$ cat src/rtl/stack_pkg.sv
// rtl/stack_pkg.sv - shared constants for the two-requester stack arbiter
package stack_pkg;

  localparam int WIDTH_DEF = 8;
  localparam int DEPTH_DEF = 4;

  localparam logic OP_PUSH = 1'b0;
  localparam logic OP_POP  = 1'b1;

  typedef enum logic {
    REQ0 = 1'b0,
    REQ1 = 1'b1
  } req_id_e;

  // On a tie the requester that was not granted last wins; last resets to REQ1.
  function automatic req_id_e tie_winner(input req_id_e last);
    return (last == REQ1) ? REQ0 : REQ1;
  endfunction

endpackage

$ cat src/rtl/stack_arbiter_if.sv
// rtl/stack_arbiter_if.sv - request/response bundle between stack users and the arbiter
interface stack_arbiter_if import stack_pkg::*; #(
  parameter int WIDTH = WIDTH_DEF,
  parameter int DEPTH = DEPTH_DEF
);

  localparam int CW = $clog2(DEPTH) + 1;

  logic             req0_valid;
  logic             req0_op;
  logic [WIDTH-1:0] req0_wdata;
  logic             req0_ready;

  logic             req1_valid;
  logic             req1_op;
  logic [WIDTH-1:0] req1_wdata;
  logic             req1_ready;

  logic             rsp_valid;
  logic             rsp_id;
  logic [WIDTH-1:0] rsp_data;
  logic             rsp_err;
  logic [CW-1:0]    count;

  modport master (
    output req0_valid, req0_op, req0_wdata,
    output req1_valid, req1_op, req1_wdata,
    input  req0_ready, req1_ready,
    input  rsp_valid, rsp_id, rsp_data, rsp_err, count
  );

  modport slave (
    input  req0_valid, req0_op, req0_wdata,
    input  req1_valid, req1_op, req1_wdata,
    output req0_ready, req1_ready,
    output rsp_valid, rsp_id, rsp_data, rsp_err, count
  );

endinterface

$ cat src/rtl/stack_mem.sv
// rtl/stack_mem.sv - DEPTH x WIDTH register array, one write port, one async read port
module stack_mem import stack_pkg::*; #(
  parameter int WIDTH = WIDTH_DEF,
  parameter int DEPTH = DEPTH_DEF,
  localparam int AW   = $clog2(DEPTH)
) (
  input  logic             clk,
  input  logic             wr_en_i,
  input  logic [AW-1:0]    wr_addr_i,
  input  logic [WIDTH-1:0] wr_data_i,
  input  logic [AW-1:0]    rd_addr_i,
  output logic [WIDTH-1:0] rd_data_o
);

  logic [WIDTH-1:0] mem_q [DEPTH];

  // Contents are don't-care after reset, so the array carries no reset.
  always_ff @(posedge clk) begin
    if (wr_en_i) begin
      mem_q[wr_addr_i] <= wr_data_i;
    end
  end

  assign rd_data_o = mem_q[rd_addr_i];

endmodule

$ cat src/rtl/stack_arbiter.sv
// rtl/stack_arbiter.sv - round-robin arbiter in front of a shared LIFO with tagged responses
module stack_arbiter import stack_pkg::*; #(
  parameter int WIDTH = WIDTH_DEF,
  parameter int DEPTH = DEPTH_DEF
) (
  input  logic             clk,
  input  logic             rst,
  stack_arbiter_if.slave   bus
);

  localparam int AW = $clog2(DEPTH);
  localparam int CW = AW + 1;

  logic             last_q, last_d;
  logic [CW-1:0]    count_q, count_d;
  logic             rsp_valid_q, rsp_valid_d;
  logic             rsp_id_q, rsp_id_d;
  logic [WIDTH-1:0] rsp_data_q, rsp_data_d;
  logic             rsp_err_q, rsp_err_d;

  logic             grant0, grant1, hs;
  logic             sel_op;
  logic [WIDTH-1:0] sel_wdata;
  logic             full, empty, do_push, do_pop;
  logic [CW-1:0]    count_m1;
  logic [WIDTH-1:0] rd_data;
  req_id_e          tie_pick;

  assign tie_pick = tie_winner(req_id_e'(last_q));

  always_comb begin
    grant0    = 1'b0;
    grant1    = 1'b0;
    if (!rst) begin
      if (bus.req0_valid && bus.req1_valid) begin
        grant0 = (tie_pick == REQ0);
        grant1 = (tie_pick == REQ1);
      end else begin
        grant0 = bus.req0_valid;
        grant1 = bus.req1_valid;
      end
    end
    hs        = grant0 | grant1;
    sel_op    = grant1 ? bus.req1_op    : bus.req0_op;
    sel_wdata = grant1 ? bus.req1_wdata : bus.req0_wdata;
  end

  assign full     = (count_q == CW'(DEPTH));
  assign empty    = (count_q == '0);
  assign count_m1 = count_q - CW'(1);
  assign do_push  = hs && (sel_op == OP_PUSH) && !full;
  assign do_pop   = hs && (sel_op == OP_POP)  && !empty;

  // Pop data is read combinationally from the pre-update top entry.
  stack_mem #(
    .WIDTH (WIDTH),
    .DEPTH (DEPTH)
  ) u_mem (
    .clk       (clk),
    .wr_en_i   (do_push),
    .wr_addr_i (count_q[AW-1:0]),
    .wr_data_i (sel_wdata),
    .rd_addr_i (count_m1[AW-1:0]),
    .rd_data_o (rd_data)
  );

  always_comb begin
    count_d = count_q;
    last_d  = last_q;
    if (do_push) begin
      count_d = count_q + CW'(1);
    end else if (do_pop) begin
      count_d = count_m1;
    end
    if (hs) begin
      last_d = grant1;
    end
    rsp_valid_d = hs;
    rsp_id_d    = grant1;
    rsp_data_d  = do_pop ? rd_data : '0;
    rsp_err_d   = hs && !(do_push || do_pop);
  end

  always_ff @(posedge clk) begin
    if (rst) begin
      count_q     <= '0;
      last_q      <= 1'b1;
      rsp_valid_q <= 1'b0;
      rsp_id_q    <= 1'b0;
      rsp_data_q  <= '0;
      rsp_err_q   <= 1'b0;
    end else begin
      count_q     <= count_d;
      last_q      <= last_d;
      rsp_valid_q <= rsp_valid_d;
      rsp_id_q    <= rsp_id_d;
      rsp_data_q  <= rsp_data_d;
      rsp_err_q   <= rsp_err_d;
    end
  end

  assign bus.req0_ready = grant0;
  assign bus.req1_ready = grant1;
  assign bus.rsp_valid  = rsp_valid_q;
  assign bus.rsp_id     = rsp_id_q;
  assign bus.rsp_data   = rsp_data_q;
  assign bus.rsp_err    = rsp_err_q;
  assign bus.count      = count_q;

endmodule
$ cat src/flat_wrapper.sv
// flat-port wrapper written by rule: the top's interface ports become plain ports
module stack_arbiter_flat import stack_pkg::*;
#(
  parameter int WIDTH = WIDTH_DEF,
  parameter int DEPTH = DEPTH_DEF
)
  (clk, rst, bus_req0_valid, bus_req0_op, bus_req0_wdata, bus_req1_valid, bus_req1_op, bus_req1_wdata, bus_req0_ready, bus_req1_ready, bus_rsp_valid, bus_rsp_id, bus_rsp_data, bus_rsp_err, bus_count);
  stack_arbiter_if #(.WIDTH(WIDTH), .DEPTH(DEPTH)) bus_i ();
  input  logic clk;
  input  logic rst;
  input wire logic [$bits(bus_i.req0_valid)-1:0] bus_req0_valid;
  input wire logic [$bits(bus_i.req0_op)-1:0] bus_req0_op;
  input wire logic [$bits(bus_i.req0_wdata)-1:0] bus_req0_wdata;
  input wire logic [$bits(bus_i.req1_valid)-1:0] bus_req1_valid;
  input wire logic [$bits(bus_i.req1_op)-1:0] bus_req1_op;
  input wire logic [$bits(bus_i.req1_wdata)-1:0] bus_req1_wdata;
  output wire logic [$bits(bus_i.req0_ready)-1:0] bus_req0_ready;
  output wire logic [$bits(bus_i.req1_ready)-1:0] bus_req1_ready;
  output wire logic [$bits(bus_i.rsp_valid)-1:0] bus_rsp_valid;
  output wire logic [$bits(bus_i.rsp_id)-1:0] bus_rsp_id;
  output wire logic [$bits(bus_i.rsp_data)-1:0] bus_rsp_data;
  output wire logic [$bits(bus_i.rsp_err)-1:0] bus_rsp_err;
  output wire logic [$bits(bus_i.count)-1:0] bus_count;
  assign bus_i.req0_valid = bus_req0_valid;
  assign bus_i.req0_op = bus_req0_op;
  assign bus_i.req0_wdata = bus_req0_wdata;
  assign bus_i.req1_valid = bus_req1_valid;
  assign bus_i.req1_op = bus_req1_op;
  assign bus_i.req1_wdata = bus_req1_wdata;
  assign bus_req0_ready = bus_i.req0_ready;
  assign bus_req1_ready = bus_i.req1_ready;
  assign bus_rsp_valid = bus_i.rsp_valid;
  assign bus_rsp_id = bus_i.rsp_id;
  assign bus_rsp_data = bus_i.rsp_data;
  assign bus_rsp_err = bus_i.rsp_err;
  assign bus_count = bus_i.count;
  stack_arbiter #(.WIDTH(WIDTH), .DEPTH(DEPTH)) u_core (.clk(clk), .rst(rst), .bus(bus_i));
endmodule
$ cat config.mk
export PLATFORM = sky130hd
export DESIGN_NAME = stack_arbiter_flat
export DESIGN_NICKNAME = d
export VERILOG_FILES = /design/src/rtl/stack_pkg.sv /design/src/rtl/stack_arbiter_if.sv /design/src/rtl/stack_mem.sv /design/src/rtl/stack_arbiter.sv /design/src/flat_wrapper.sv
export SDC_FILE = /design/constraint.sdc
export NUM_CORES = 1
export LEC_CHECK = 0
export CORE_UTILIZATION = 45
export CTS_BUF_LIST = sky130_fd_sc_hd__clkbuf_16
export CTS_CLUSTER_DIAMETER = 200
export CTS_CLUSTER_SIZE = 25
export DETAILED_ROUTE_END_ITERATION = 6
export PLACE_DENSITY = 0.85
export SYNTH_ARGS = -nofsm -noshare
export SYNTH_HDL_FRONTEND = slang
export SYNTH_SLANG_ARGS = --single-unit
$ cat constraint.sdc
create_clock -name clk -period 2.3 [get_ports clk]
set_clock_uncertainty 0.1 [all_clocks]
set_input_delay 0.46 -clock clk [delete_from_list [all_inputs] [get_ports clk]]
set_output_delay 0.46 -clock clk [all_outputs]
set_load 0.05 [all_outputs]
==> results.md <==
- In the synthesized netlist, the number of instances is 136.
- The total routing usage reported by global routing is 18.7%.
- The analysis attributes to net switching a power of 866 uW.
- The clock slew seen by the registers of the worst setup and hold paths is 0.06 ns.
- The tree is rooted in a sky130_fd_sc_hd__clkbuf_16.
- By startpoint and endpoint, the worst setup path is classified as in -> out.
- At the pin with the least slew margin, the transition time is 0.511 ns.
- Of all nets on the critical path, the largest fanout is 5.
- The count of synthesis-stage warnings from yosys is 0.
- Data on the critical path arrives at its endpoint at 1.61 ns.
- The total power density per cell area is 1040 nW/um2.
- The quantity of hold-fixing buffers added after cts is 0.
- Leaving out fill and tap cells, the most frequent cells in the layout are sky130_fd_sc_hd__clkdlybuf4s50_1, sky130_fd_sc_hd__edfxtp_1, sky130_fd_sc_hd__nand2_1.
- The sequential area share after synthesis is 66.1%.
- The maximum frequency from static timing analysis is 462 MHz.
- The die covers 4510 um2.
- After the last flow step, the layout net total stands at 215.
- Per report_power, the combinational group accounts for 34.2% of the total.
- The number of design rule violations left after detail routing is 0.
- The mapped netlist covers 1910 um2.
- The clock network fraction of design power is 26.6%.
- The capturing element type of the critical path is an output port.
- At the end of routability-driven placement, the weighted congestion stood at 0.776.
- The top-level port count is 38.
- The initial antenna violation count came to 0.
- In this run the vertical extent of the chip is 67.1 um.
- The via count of the first global-routing pass is 1,223.
- The number of optimization iterations in the first detailed-route pass is 4.
- The worst slew margin relative to its limit is 65.8%.
- In the post-synthesis netlist, the biggest area contributors are sky130_fd_sc_hd__edfxtp_1, sky130_fd_sc_hd__dfxtp_1, sky130_fd_sc_hd__mux4_2.
- The final critical path takes up 94.2% of the cycle.
- The top cell type by area accounts for 50.3% of the synthesized area.
- The post-detailed-routing wire length is 3720 um.
- The antenna violation net count after detailed routing is 0.
- For the worst setup path, the data required time is 1.74 ns.
- The TritonCTS clock tree is yes.
- The number of clock sinks seen by CTS is 47.
- The routed via count divided by cell count is 5.03.
- The area of combinational cells with multiple inputs is 599 um2.
- Counting instances, the worst hold path has a depth of 1.
- The die extent in x is 67.1 um.
- Relative to the synthesized area, the layout overhead comes to 34.7%.
- The total clock buffers created by CTS is 5.
- Hold is met by 0.407 ns.
- When the netlist entered floorplanning its net count stood at 163.
- In the final routed layout, each cell accounts on average for 15.6 um.
- The count of max-cap constraint violations is 0.
- Counting I/O delays and the setup requirement, the final critical path takes 2.17 ns.
- The detailed placer's ending HPWL is 2690 um.
- Setup repair after global routing left no endpoint under its margin.
- Once the clock tree was built, the resizer swapped 0 gates to a different size.
- The count of endpoints failing setup in the final report is 0.
- The cell type of the slowest stage on the worst timing path is sky130_fd_sc_hd__clkdlybuf4s50_1.
- The class of the tightest hold or removal check is reg -> reg.
- The highest cell delay on the worst timing path is 0.49 ns.
- Counting flops and latches in the post-synthesis netlist gives 47.
- Global routing finished with a remaining overflow of 0.
- The most common cell after layout, fill and taps aside is sky130_fd_sc_hd__clkdlybuf4s50_1.
- The post-route core utilization is 63.9%.
- The overall power after layout is 2.68 mW.
- VDD sags by at most 0.614 mV.
- The final number of hold-violating endpoints was 0.
- The internal power of the cells is 1.81 mW.
- The leakage power total is 0.985 nW.
- In this run switching power makes up 32.3% of total power.
- The DRC marker count from the first detailed-route iteration is 56.
- The startpoint type of the worst setup path is a primary input.
- The area of all sequential standard cells is 1260 um2.
- The clock tree buffer depth is 2.
- The number of buffer cells added on primary ports is 37.
- The average instance area after synthesis is 14.0 um2.
- In this run the post-CTS setup repair buffer count came out at 0.
- The sequential fraction of design power is 39.2%.
- The synthesized netlist contains 31 unique library cells.
- The biggest area consumer among synthesized cells is sky130_fd_sc_hd__edfxtp_1.
- The effective utilization at floorplan is 47.4%.
- The antenna diode count is 0.
- Counting cells, the worst reg-to-reg path comes to 6.
- The first global-routing pass estimated 5780 um of wire.
- Entering global routing, the biggest net connects 17 pins.
- The final number of max-transition violations is 0.
- The run finished with clean final reports.
- The filler cell count is 313.
- The H-tree was split into 2 levels.
- The share of post-route cells with drive strength above 1 is 19.0%.
- The total number of placement rows is 23.
- The routed layout has 1,201 vias.
- The placeable core region is 4030 um2.
- Walking the worst path, the cells encountered are clkdlybuf4s50_1 -> and2b_1 -> nand2_1 -> clkinv_1 -> buf_4.
- At the later pin of the worst-skew pair, clock insertion delay measures 0.28 ns.
[state kept, by name (all words and copies together) (netlist names)]
| name | flops |
|---|---|
| u_core.bus.count | 3 |
| u_core.bus.rsp_err | 1 |
| u_core.bus.rsp_data | 8 |
| u_core.last_q | 1 |
| u_core.bus.rsp_id | 1 |
| u_core.bus.rsp_valid | 1 |
| u_core.u_mem.mem_q | 32 |
[per-stage QoR]
stage | instances | setup slack, ns | setup TNS, ns | instance area [um2]
detailed placement | 231 | -0.0473 | -1.17 | 2410
finish | 239 | 0.134 | 0 | 2570
floorplan | 136 | -0.0482 | -1.54 | 1910
global placement | 231 | 0.0194 | 0 | 2410
CTS | 239 | 0.0410 | 0 | 2560
global route | 239 | 0.0497 | 0 | 2570
[power groups by stage]
stage          Sequential, mW  Clock (mW)  Combinational, mW
3_5_place_dp             1.07           0              0.919
3_3_place_gp             1.06           0              0.904
5_1_grt                  1.06       0.756              0.988
6_report                 1.05       0.712              0.918
4_1_cts                  1.05       0.729              0.926
2_1_floorplan            1.24           0              0.463
[final cells by class]
type	instances	share of cell area [%]
clock buffers	5	4.86
clock inverters	3	0.973
inverters	10	1.46
multi-input cells	76	23.3
flip-flops and latches	47	49.1
well taps	50	2.43
repair buffers	48	17.9
[routing by layer]
metal / GRT usage, % / routed length (um)
met2: 31.5 / 2040
met4: 10.6 / 82
met5: 0 / 0
met1: 21.5 / 1510
met3: 4.90 / 88
[cell usage after synthesis, drive strengths merged]
cell / instances
o21ai: 1
buf: 3
inv: 9
a2bb2oi: 1
mux4: 8
and2b: 1
a211oi: 1
and2: 9
nand2b: 4
nor3b: 1
and3: 1
mux2i: 2
nand3: 1
o2111ai: 1
nor4: 1
edfxtp: 32
o31ai: 1
dfxtp: 15
or2: 1
a221oi: 1
o21bai: 1
nand2: 26
nor2: 6
a311oi: 1
ha: 5
a21oi: 1
clkinv: 1
nor2b: 1
[final timing paths]
path,startpoint,to,slack [ns]
setup / recovery,bus_req1_valid,bus_req1_ready,0.13
hold reg to reg,u_core.bus.count[2],u_core.bus.count[2],0.41
hold / removal,u_core.bus.count[2],u_core.bus.count[2],0.41
setup reg to reg,u_core.bus.count[1],u_core.u_mem.mem_q[2][5],0.42
[kinds of logic after synthesis]
logic type	count (synthesis)	share of synthesized area [%]
muxes	10	10.5
and+or+nand+nor	52	13.2
adders and majority gates	5	3.28
buffers and inverters	13	2.82
DFF	47	66.1
AOI/OAI and AO/OA	9	4.19
[critical path, delay by kind of cell]
family / cells / cell delay, ns
buffers and inverters: 3 / 0.82
AND/OR/NAND/NOR: 2 / 0.34
Power figures use the tool's default switching activity.
